==> config.mk <==
export PLATFORM = sky130hd
export DESIGN_NAME = multicycle_control_fsm
export DESIGN_NICKNAME = d
export VERILOG_FILES = /design/src/rtl/multicycle_control_fsm.sv
export SDC_FILE = /design/constraint.sdc
export NUM_CORES = 1
export LEC_CHECK = 0
export ABC_AREA = 1
export CAP_MARGIN = 20
export CORE_ASPECT_RATIO = 1.1
export CORE_MARGIN = 4
export CORE_UTILIZATION = 33
export DETAILED_ROUTE_END_ITERATION = 16
export PLACE_DENSITY = 0.72
export SKIP_CTS_REPAIR_TIMING = 1
export SLEW_MARGIN = 20
export SYNTH_ARGS = -nofsm -noshare
export SYNTH_HDL_FRONTEND = slang
export SYNTH_SLANG_ARGS = --single-unit
==> constraint.sdc <==
create_clock -name clk -period 2 [get_ports clk]
set_clock_uncertainty 0.1 [all_clocks]
set_input_delay 0.4 -clock clk [delete_from_list [all_inputs] [get_ports clk]]
set_output_delay 0.4 -clock clk [all_outputs]
set_load 0.05 [all_outputs]
==> src/rtl/multicycle_control_fsm.sv <==
// Moore sequencer for the multi-cycle RV32 datapath: one ALU and one memory port
// are time-shared across fetch, decode, execute, memory and writeback steps.
module multicycle_control_fsm (
  input  logic        clk,
  input  logic        areset,
  input  logic [31:0] instr,
  input  logic        zero,
  input  logic        status_SF,
  input  logic        mem_ready,
  output logic        IRWrite,
  output logic        PCWrite,
  output logic        memRead,
  output logic        memWrite,
  output logic        RegWrite,
  output logic        AdrSrc,
  output logic [1:0]  ALUSrcA,
  output logic [1:0]  ALUSrcB,
  output logic [1:0]  ResultSRC,
  output logic [1:0]  immSRC,
  output logic [2:0]  ALUControl,
  output logic        instr_done,
  output logic        illegal,
  output logic [3:0]  state
);

  typedef enum logic [3:0] {
    S_FETCH    = 4'd0,
    S_DECODE   = 4'd1,
    S_MEMADR   = 4'd2,
    S_MEMREAD  = 4'd3,
    S_MEMWB    = 4'd4,
    S_MEMWRITE = 4'd5,
    S_EXECR    = 4'd6,
    S_EXECI    = 4'd7,
    S_ALUWB    = 4'd8,
    S_BRANCH   = 4'd9
  } state_t;

  // Registered control word; input-dependent strobes are gated outside it.
  typedef struct packed {
    logic       fetch;
    logic       mem_read;
    logic       mem_write;
    logic       mw_wait;
    logic       reg_write;
    logic       adr_src;
    logic       retire;
    logic       branch;
    logic [1:0] src_a;
    logic [1:0] src_b;
    logic [1:0] result_src;
    logic [1:0] imm_src;
    logic [2:0] alu_ctl;
  } ctl_t;

  localparam logic [6:0] OP_LOAD   = 7'b0000011;
  localparam logic [6:0] OP_STORE  = 7'b0100011;
  localparam logic [6:0] OP_RTYPE  = 7'b0110011;
  localparam logic [6:0] OP_ITYPE  = 7'b0010011;
  localparam logic [6:0] OP_BRANCH = 7'b1100011;

  state_t state_q;
  ctl_t   ctl_q;
  logic   take;
  logic   unused_instr;

  assign unused_instr = ^{instr[31], instr[29:15], instr[11:7], instr[4:0]};

  function automatic logic is_legal(input logic [6:0] op);
    return (op == OP_LOAD) || (op == OP_STORE) || (op == OP_RTYPE) ||
           (op == OP_ITYPE) || (op == OP_BRANCH);
  endfunction

  function automatic logic [2:0] alu_op(input logic [2:0] f3, input logic b5, input logic b30);
    logic [2:0] r;
    r = 3'b000;
    case (f3)
      3'b000:                                 r = (b5 && b30) ? 3'b010 : 3'b000;
      3'b001, 3'b100, 3'b101, 3'b110, 3'b111: r = f3;
      default:                                r = 3'b000;
    endcase
    return r;
  endfunction

  function automatic state_t next_state(input state_t s, input logic [6:0] op, input logic rdy);
    state_t n;
    n = S_FETCH;
    case (s)
      S_FETCH:    n = rdy ? S_DECODE : S_FETCH;
      S_DECODE: begin
        case (op)
          OP_LOAD, OP_STORE: n = S_MEMADR;
          OP_RTYPE:          n = S_EXECR;
          OP_ITYPE:          n = S_EXECI;
          OP_BRANCH:         n = S_BRANCH;
          default:           n = S_FETCH;
        endcase
      end
      S_MEMADR:   n = (op == OP_STORE) ? S_MEMWRITE : S_MEMREAD;
      S_MEMREAD:  n = rdy ? S_MEMWB : S_MEMREAD;
      S_MEMWRITE: n = rdy ? S_FETCH : S_MEMWRITE;
      S_EXECR,
      S_EXECI:    n = S_ALUWB;
      default:    n = S_FETCH;
    endcase
    return n;
  endfunction

  function automatic ctl_t ctl_for(input state_t s, input logic [6:0] op,
                                   input logic [2:0] f3, input logic b5, input logic b30);
    ctl_t c;
    c = '0;
    case (s)
      S_FETCH: begin
        c.fetch      = 1'b1;
        c.mem_read   = 1'b1;
        c.src_b      = 2'b10;
        c.result_src = 2'b10;
      end
      // Branch target is precomputed here so BRANCH only needs the compare.
      S_DECODE: begin
        c.src_a   = 2'b01;
        c.src_b   = 2'b01;
        c.imm_src = 2'b10;
      end
      S_MEMADR: begin
        c.src_a   = 2'b10;
        c.src_b   = 2'b01;
        c.imm_src = (op == OP_STORE) ? 2'b01 : 2'b00;
      end
      S_MEMREAD: begin
        c.mem_read = 1'b1;
        c.adr_src  = 1'b1;
      end
      S_MEMWB: begin
        c.result_src = 2'b01;
        c.reg_write  = 1'b1;
        c.retire     = 1'b1;
      end
      S_MEMWRITE: begin
        c.mem_write = 1'b1;
        c.adr_src   = 1'b1;
        c.mw_wait   = 1'b1;
      end
      S_EXECR: begin
        c.src_a   = 2'b10;
        c.alu_ctl = alu_op(f3, b5, b30);
      end
      S_EXECI: begin
        c.src_a   = 2'b10;
        c.src_b   = 2'b01;
        c.alu_ctl = alu_op(f3, b5, b30);
      end
      S_ALUWB: begin
        c.reg_write = 1'b1;
        c.retire    = 1'b1;
      end
      S_BRANCH: begin
        c.src_a   = 2'b10;
        c.alu_ctl = 3'b010;
        c.retire  = 1'b1;
        c.branch  = 1'b1;
      end
      default: c = '0;
    endcase
    return c;
  endfunction

  always_ff @(posedge clk or posedge areset) begin
    if (areset) begin
      state_q <= S_FETCH;
      ctl_q   <= ctl_for(S_FETCH, 7'd0, 3'd0, 1'b0, 1'b0);
    end else begin
      state_q <= next_state(state_q, instr[6:0], mem_ready);
      ctl_q   <= ctl_for(next_state(state_q, instr[6:0], mem_ready),
                         instr[6:0], instr[14:12], instr[5], instr[30]);
    end
  end

  always_comb begin
    take = 1'b0;
    case (instr[14:12])
      3'b000:  take = zero;
      3'b001:  take = ~zero;
      3'b100:  take = status_SF;
      default: take = 1'b0;
    endcase
  end

  // Reset forces every strobe and select low without waiting for a clock.
  assign IRWrite    = ~areset & ctl_q.fetch & mem_ready;
  assign PCWrite    = ~areset & ((ctl_q.fetch & mem_ready) | (ctl_q.branch & take));
  assign memRead    = ~areset & ctl_q.mem_read;
  assign memWrite   = ~areset & ctl_q.mem_write;
  assign RegWrite   = ~areset & ctl_q.reg_write;
  assign AdrSrc     = ~areset & ctl_q.adr_src;
  assign ALUSrcA    = areset ? 2'b00 : ctl_q.src_a;
  assign ALUSrcB    = areset ? 2'b00 : ctl_q.src_b;
  assign ResultSRC  = areset ? 2'b00 : ctl_q.result_src;
  assign immSRC     = areset ? 2'b00 : ctl_q.imm_src;
  assign ALUControl = areset ? 3'b000 : ctl_q.alu_ctl;
  assign instr_done = ~areset & (ctl_q.retire | (ctl_q.mw_wait & mem_ready));
  assign illegal    = ~areset & (state_q == S_DECODE) & ~is_legal(instr[6:0]);
  assign state      = state_q;

endmodule

=== Word level (Yosys, flattened, before mapping) ===
Cells that the tools add are included.

* Logic and storage cells: 102
* Register bits: 23
* Output and inout bits: 23
* ROM bits: 0
* Memories kept: 0
* Memory bits (writable): 0
* Latch bits: 0

* Div/mod/pow operators: 0
* Mux-type cells: 27
* Eq/ne operators: 25
* Reduce and logical (&&, ||, !) cells: 18
* Shift operators: 0
* Multiply operators: 0
* Magnitude comparators: 0
* Bitwise operators: 18
* Add/subtract/negate cells: 0

{| class="wikitable"
|+ Operators by type and width
! kind !! count
|-
| $eq 4x3->1 const B || 7
|-
| $pmux 4 s6 || 1
|-
| $eq 4x2->1 const B || 4
|-
| $pmux 2 s2 || 4
|-
| $pmux 4 s4 || 1
|-
| $eq 7x6->1 const B || 2
|-
| $and 1x1->1 || 13
|-
| $eq 3x3->1 const B || 4
|-
| $mux 2 || 6
|-
| $mux 3 || 4
|-
| $pmux 3 s2 || 2
|-
| $reduce_or 2->1 || 6
|-
| $eq 4x1->1 const B || 2
|-
| $eq 4x4->1 const B || 2
|-
| $logic_not 4->1 || 2
|-
| $mux 1 || 8
|-
| $eq 7x2->1 const B || 1
|-
| $eq 7x5->1 const B || 1
|-
| $eq 7x7->1 const B || 1
|-
| $reduce_or 3->1 || 2
|-
| $reduce_or 5->1 || 1
|-
| $logic_or 1x1->1 || 4
|-
| $reduce_or 4->1 || 1
|-
| $eq 3x1->1 const B || 1
|-
| other kinds (5) || 8
|}

=== Depth between registers and ports, before layout ===
Gate-level depths: netlist of run 1.

* Depth in word-level cells: 7
* Gate-level depth with buffers: 11

=== Worst setup path before layout of run 1 ===
OpenSTA, ideal clock, no wires.

* Kind: input to output
* Start: input port areset
* End: output port illegal
* Slack: -384 ps
* Stages: 4
* Arrival: 1884 ps
* Cells stage by stage: clkbuf_1 inv_1 nand3_1 nor2_1

* Longest elaborated chain between the ends: 3

{| class="wikitable"
|+ Ends and longest elaborated chain
! element !! line !! RTL
|-
| start, declared || 5 || <nowiki>input logic areset,</nowiki>
|-
| $not 1->1 || 203 || <nowiki>assign illegal = ~areset & (state_q == S_DECODE) & ~is_legal(instr[6:0]);</nowiki>
|-
| $and 1x1->1 (2 in series) || 203 ||
|-
| end, declared || 22 || <nowiki>output logic illegal,</nowiki>
|}

Every way passes these cells.

=== Worst setup path in the final report of run 1 ===
* Start: register state_q[2] (netlist: state[2])
* End: output port illegal

* Longest elaborated chain between the ends: 3

{| class="wikitable"
|+ Ends and longest elaborated chain
! element !! line !! RTL
|-
| start, declared || 62 || <nowiki>state_t state_q;</nowiki>
|-
| start signal, assigned || 174 || <nowiki>state_q <= next_state(state_q, instr[6:0], mem_ready);</nowiki>
|-
| $eq 4x1->1 || 203 ||
|-
| $and 1x1->1 (2 in series) || 203 ||
|}

Every way passes these cells.

==> flow_summary.ini, run 1 <==
[grt]
grt_pass1_vias = 1048
antenna_found_initial = 0
grt-ovfl-total = 0
grt_pass1_wl_mm = 4.35
grt_use_total_pct = 12.0
grt_max_degree = 22

[finish]
layout_common_cells = inv_1, buf_4, nor2_1
antenna_cells = 0
drive_above_1_share_pct = 38.8
layout_commonest_cell = inv_1
fillCellCount = 261
area_delta_synth_final_pct = 76.3
final_nets = 252

[synthesis]
yosysUniqueCellTypes = 22
ys_ff_latch = 21
ys.flop_type = dfrtp_1
syn_inst = 151
synth_edf_count = 0
avgSynthCellArea_sq_um = 7.53
yosysTopAreaCellShare_pct = 39.6
yosysSeqAreaShare_pct = 46.5
synthesis.area_sq_um = 1140
ys_warn_count = 0
synth_area_leaders = dfrtp_1, inv_1, nor2_1
synth_area_leader_cell = dfrtp_1
synth_nets = 188
synthArstFlopShare_pct = 100

[power]
power.total_w = 0.00172
leakage_nw = 1.09
ir_worst_vdd_v = 0.000477
powerDensity_nw_per_um2 = 857

[drt]
wl_per_cell_um = 10.1
viasPerCell = 4.29
drt-total-wl_mm = 2.64
drc = 0
drtIter0Drc = 23
firstDrtPassIters = 4
drtAntennaViolNets = 0
vias = 1125

[critical_path]
cp_cell_sequence = nor2_4 -> inv_2 -> nor2_4 -> nand3_2 -> nor2_4 -> buf_12
path_max_fanout = 5
crit_top_cell = nor2_4
cpMaxStageDelayCell = dfrtp_2
worstPathRequired_ns = 1.50
critical_path_class = reg2out
critPathCaptureType = output port
arrival_ns = 1.53
startpoint_type = flip-flop
worst_path_largest_cell_delay_ns = 0.44

[sta]
hold_viol = 0
fin_crit_sh_pct = 102
period_needed_ns = 2.03
setup-violations-final = 1
fin_ws_ns = -0.0329
max_freq_mhz = 492
maxSlewViolCount = 0
worst_pin_slew_ns = 0.254
setup_tns_ns = -0.0329
max_slew_margin_pct = 82.9
rsz0062_at_grt = yes

[run_status]
status = complete, but fails checks
violations = setup timing

[floorplanning]
dieArea_sq_um = 4450
start_util_pct = 34.1
rows = 22
chipHeight_um = 69.6
die_x_um = 64.0
io_pins = 60
core_sq_um = 3330

[clocking]
insertion_delay_ns = 0.30
htree_levels = 1
cts_buffers = 3
clk_path_buf_depth = 2
cts_tree = yes
clk_pin_slew_ns = 0.11
cts.sinks = 21
cts_root_buf = clkbuf_4

[placement]
port_buffers = 38
dp_hpwl_mm = 2.21
post-place-ws_ns = -0.165
gp_congestion = 0.843

[hold_path]
min_path_type = in2async

[flow_run]
maxCapViolCount = 0
-- path summary, 6_finish.rpt --
kind	startpoint	slack [ns]	cells after the start	to
worst min-delay path	areset	0.20	3	ctl_q[7]$_DFF_PP0_
worst max-delay path	state[2]$_DFF_PP0_	-0.03	6	illegal
worst min register to register	state[2]$_DFF_PP0_	0.55	2	ctl_q[14]$_DFF_PP0_
worst max register to register	state[2]$_DFF_PP0_	0.40	9	ctl_q[7]$_DFF_PP0_
max in group asynchronous	areset	1.33	3	ctl_q[17]$_DFF_PP1_
min in group clk	instr[12]	0.38	4	ctl_q[0]$_DFF_PP0_
-- routing by layer --
metal / GRT usage (%) / up-vias / wire length, um
met1: 13.8 / 515 / 1060
met4: 4.08 / 0 / 30
li1: - / 583 / -
met3: 1.46 / 4 / 88
met5: 0 / - / 0
met2: 22.4 / 23 / 1460
-- logic make-up (layout without fill, tap and decap cells) --
logic type / after synthesis / after routing / synth area share, %
simple gates: 82 / 82 / 35.8
buf+inv: 40 / 103 / 13.2
flops: 21 / 21 / 46.5
compound gates: 8 / 8 / 4.51
-- per-stage QoR --
step                cells  instance area [sq um]  utilization, %  hold WS, ns
finish                262                   2010            60.2        0.199
global route          262                   2010            60.2        0.253
floorplan             151                   1140               -        0.393
detailed placement    252                   1880            56.5        0.581
CTS                   256                   1910            57.3        0.559
global placement      252                   1880            56.5        0.564
-- power by group --
group	internal, W	leakage (nW)	switching [W]	total, W
clock	0.0000778	0.0150	0.000125	0.000203
combinational	0.000398	0.796	0.000541	0.000939
sequential	0.000530	0.275	0.0000466	0.000577
total	0.00101	1.09	0.000713	0.00172
-- cell usage after synthesis (all sizes together), types with 2 or more instances --
library cell / number
a21oi: 2
a31oi: 2
clkbuf: 2
dfrtp: 18
dfstp: 3
inv: 38
nand2: 22
nand3: 17
nor2: 38
nor3: 2
-- state kept, by name, indices dropped and copies added, names as in the netlist --
name / flops
ctl_q: 17
state: 4
-- critical path, delay by kind of cell (launching register included) --
family,cells,cell delay [ns]
simple gates,4,0.57
flops,1,0.44
buf+inv,2,0.21
-- layout make-up --
class	instances	area, sq um	share of cell area (%)
Clock buffer	4	26.3	1.31
Inverter	38	143	7.11
Multi-Input combinational cell	90	493	24.6
Sequential cell	21	531	26.5
Tap cell	48	60.1	2.99
Timing Repair Buffer	61	753	37.6
(Power assumes the default switching activity.)
==> run 2: changes to the inputs <==
--- a/config.mk
+++ b/config.mk
@@ -17,3 +17,4 @@
 export SYNTH_ARGS = -nofsm -noshare
 export SYNTH_HDL_FRONTEND = slang
 export SYNTH_SLANG_ARGS = --single-unit
+export TNS_END_PERCENT = 50
==> results of run 2 <==
No change in the layout: final DEF, timing and power equal those of run 1.
==> run 3: changes to the inputs <==
--- a/config.mk
+++ b/config.mk
@@ -11,7 +11,7 @@
 export CORE_MARGIN = 4
 export CORE_UTILIZATION = 33
 export DETAILED_ROUTE_END_ITERATION = 16
-export PLACE_DENSITY = 0.72
+export PLACE_DENSITY = 0.65
 export SKIP_CTS_REPAIR_TIMING = 1
 export SLEW_MARGIN = 20
 export SYNTH_ARGS = -nofsm -noshare
==> flow_summary.ini, run 3 (synthesis results as in run 1) <==
[critical_path]
critPathCaptureType = output port
crit_top_cell = nor2_4
cpMaxStageDelayCell = dfrtp_1
cp_cell_sequence = nor2_4 -> inv_2 -> nor2_4 -> nand3_2 -> nor2_4 -> buf_12
worst_path_largest_cell_delay_ns = 0.44
worstPathRequired_ns = 1.50
critical_path_class = reg2out
arrival_ns = 1.53
path_max_fanout = 5
startpoint_type = flip-flop

[run_status]
status = complete, but fails checks
violations = setup timing

[placement]
gp_congestion = 0.820
port_buffers = 38
placed_area_sq_um = 1880
dp_hpwl_mm = 2.33
post-place-ws_ns = -0.226

[sta]
maxSlewViolCount = 0
hold_viol = 0
setup_tns_ns = -0.0324
fin_crit_sh_pct = 102
max_slew_margin_pct = 83.1
rsz0062_at_grt = yes
setup-violations-final = 1
period_needed_ns = 2.03
fin_ws_ns = -0.0324
max_freq_mhz = 492
worst_pin_slew_ns = 0.251

[drt]
vias = 1137
firstDrtPassIters = 4
drc = 0
drtAntennaViolNets = 0
viasPerCell = 4.36
drtIter0Drc = 24
wl_per_cell_um = 10.6
drt-total-wl_mm = 2.77

[floorplanning]
start_util_pct = 34.1
dieArea_sq_um = 4450
io_pins = 60
core_sq_um = 3330
die_x_um = 64.0
rows = 22
chipHeight_um = 69.6

[clocking]
cts_tree = yes
cts.sinks = 21
clk_path_buf_depth = 2
htree_levels = 1
insertion_delay_ns = 0.30
clk_pin_slew_ns = 0.12
cts_root_buf = clkbuf_4
cts_buffers = 3

[power]
powerDensity_nw_per_um2 = 865
ir_worst_vdd_v = 0.000329
leakage_nw = 1.09

[grt]
grt_pass1_vias = 1087
grt_max_degree = 22
grt-ovfl-total = 0
antenna_found_initial = 0
grt_use_total_pct = 12.5
grt_pass1_wl_mm = 4.52

[finish]
area_delta_synth_final_pct = 76.0
fillCellCount = 288
design_area_sq_um = 2000
layout_commonest_cell = inv_1
drive_above_1_share_pct = 38.5
largest_reg_flops = 17
final_nets = 251
regMostFlops = ctl_q
antenna_cells = 0
layout_common_cells = inv_1, nor2_1, buf_4

[flow_run]
maxCapViolCount = 0

[hold_path]
min_path_type = in2async
run 3: cell types whose count changed in the layout (fill, tap and decap cells not counted):
| cell | change |
|---|---|
| nor2_2 | -1 |
| nor3_4 | +1 |
| nor3_2 | -1 |
| clkinv_2 | +1 |
| clkbuf_16 | -1 |
| buf_4 | -2 |
| buf_12 | +1 |
| buf_6 | +1 |
| nor2_1 | +1 |
| clkbuf_1 | -1 |
run 3: worst max-delay path: cells and delay by family (launching register included):
| kind | cells | cell delay (ns) |
|---|---|---|
| buf+inv | 2 | 0.21 |
| flops | 1 | 0.44 |
| simple gates | 4 | 0.58 |
run 3: final timing paths:
| check | start | end | slack (ns) | cells past startpoint |
|---|---|---|---|---|
| min in group clk | instr[13] | ctl_q[0]$_DFF_PP0_ | 0.42 | 3 |
| worst max register to register | state[2]$_DFF_PP0_ | ctl_q[3]$_DFF_PP0_ | 0.40 | 10 |
| worst min-delay path | areset | ctl_q[9]$_DFF_PP0_ | 0.28 | 4 |
| worst min register to register | state[1]$_DFF_PP0_ | ctl_q[14]$_DFF_PP0_ | 0.60 | 2 |
| max in group asynchronous | areset | ctl_q[17]$_DFF_PP1_ | 1.26 | 4 |
| worst max-delay path | state[2]$_DFF_PP0_ | illegal | -0.03 | 6 |
run 3: cell type report:
class	instances	area (sq um)	share of cell area, %
Clock buffer	3	22.5	1.13
Clock inverter	1	5.00	0.250
Inverter	38	143	7.13
Multi-Input combinational cell	90	497	24.8
Sequential cell	21	531	26.5
Tap cell	48	60.1	3.00
Timing Repair Buffer	60	744	37.2
run 3: stage by stage:
stage / std cells / utilization, % / power [W] / hold slack, ns
6_report: 261 / 60.1 / 0.00173 / 0.278
5_1_grt: 261 / 60.1 / 0.00184 / 0.306
4_1_cts: 256 / 57.3 / 0.00168 / 0.547
3_5_place_dp: 252 / 56.5 / 0.00149 / 0.571
3_3_place_gp: 252 / 56.5 / 0.00147 / 0.555
2_1_floorplan: 151 / - / 0.00108 / 0.393
run 3: metal layers:
layer | GRT usage, % | routed length [um]
met5 | 0 | 0
met4 | 5.04 | 47
met3 | 1.46 | 95
met1 | 13.2 | 1070
met2 | 24.2 | 1560
run 3: where the power goes:
part	internal [W]	switching, W
Combinational	0.000408	0.000550
Sequential	0.000531	0.0000467
Clock	0.0000744	0.000121
Total	0.00101	0.000718
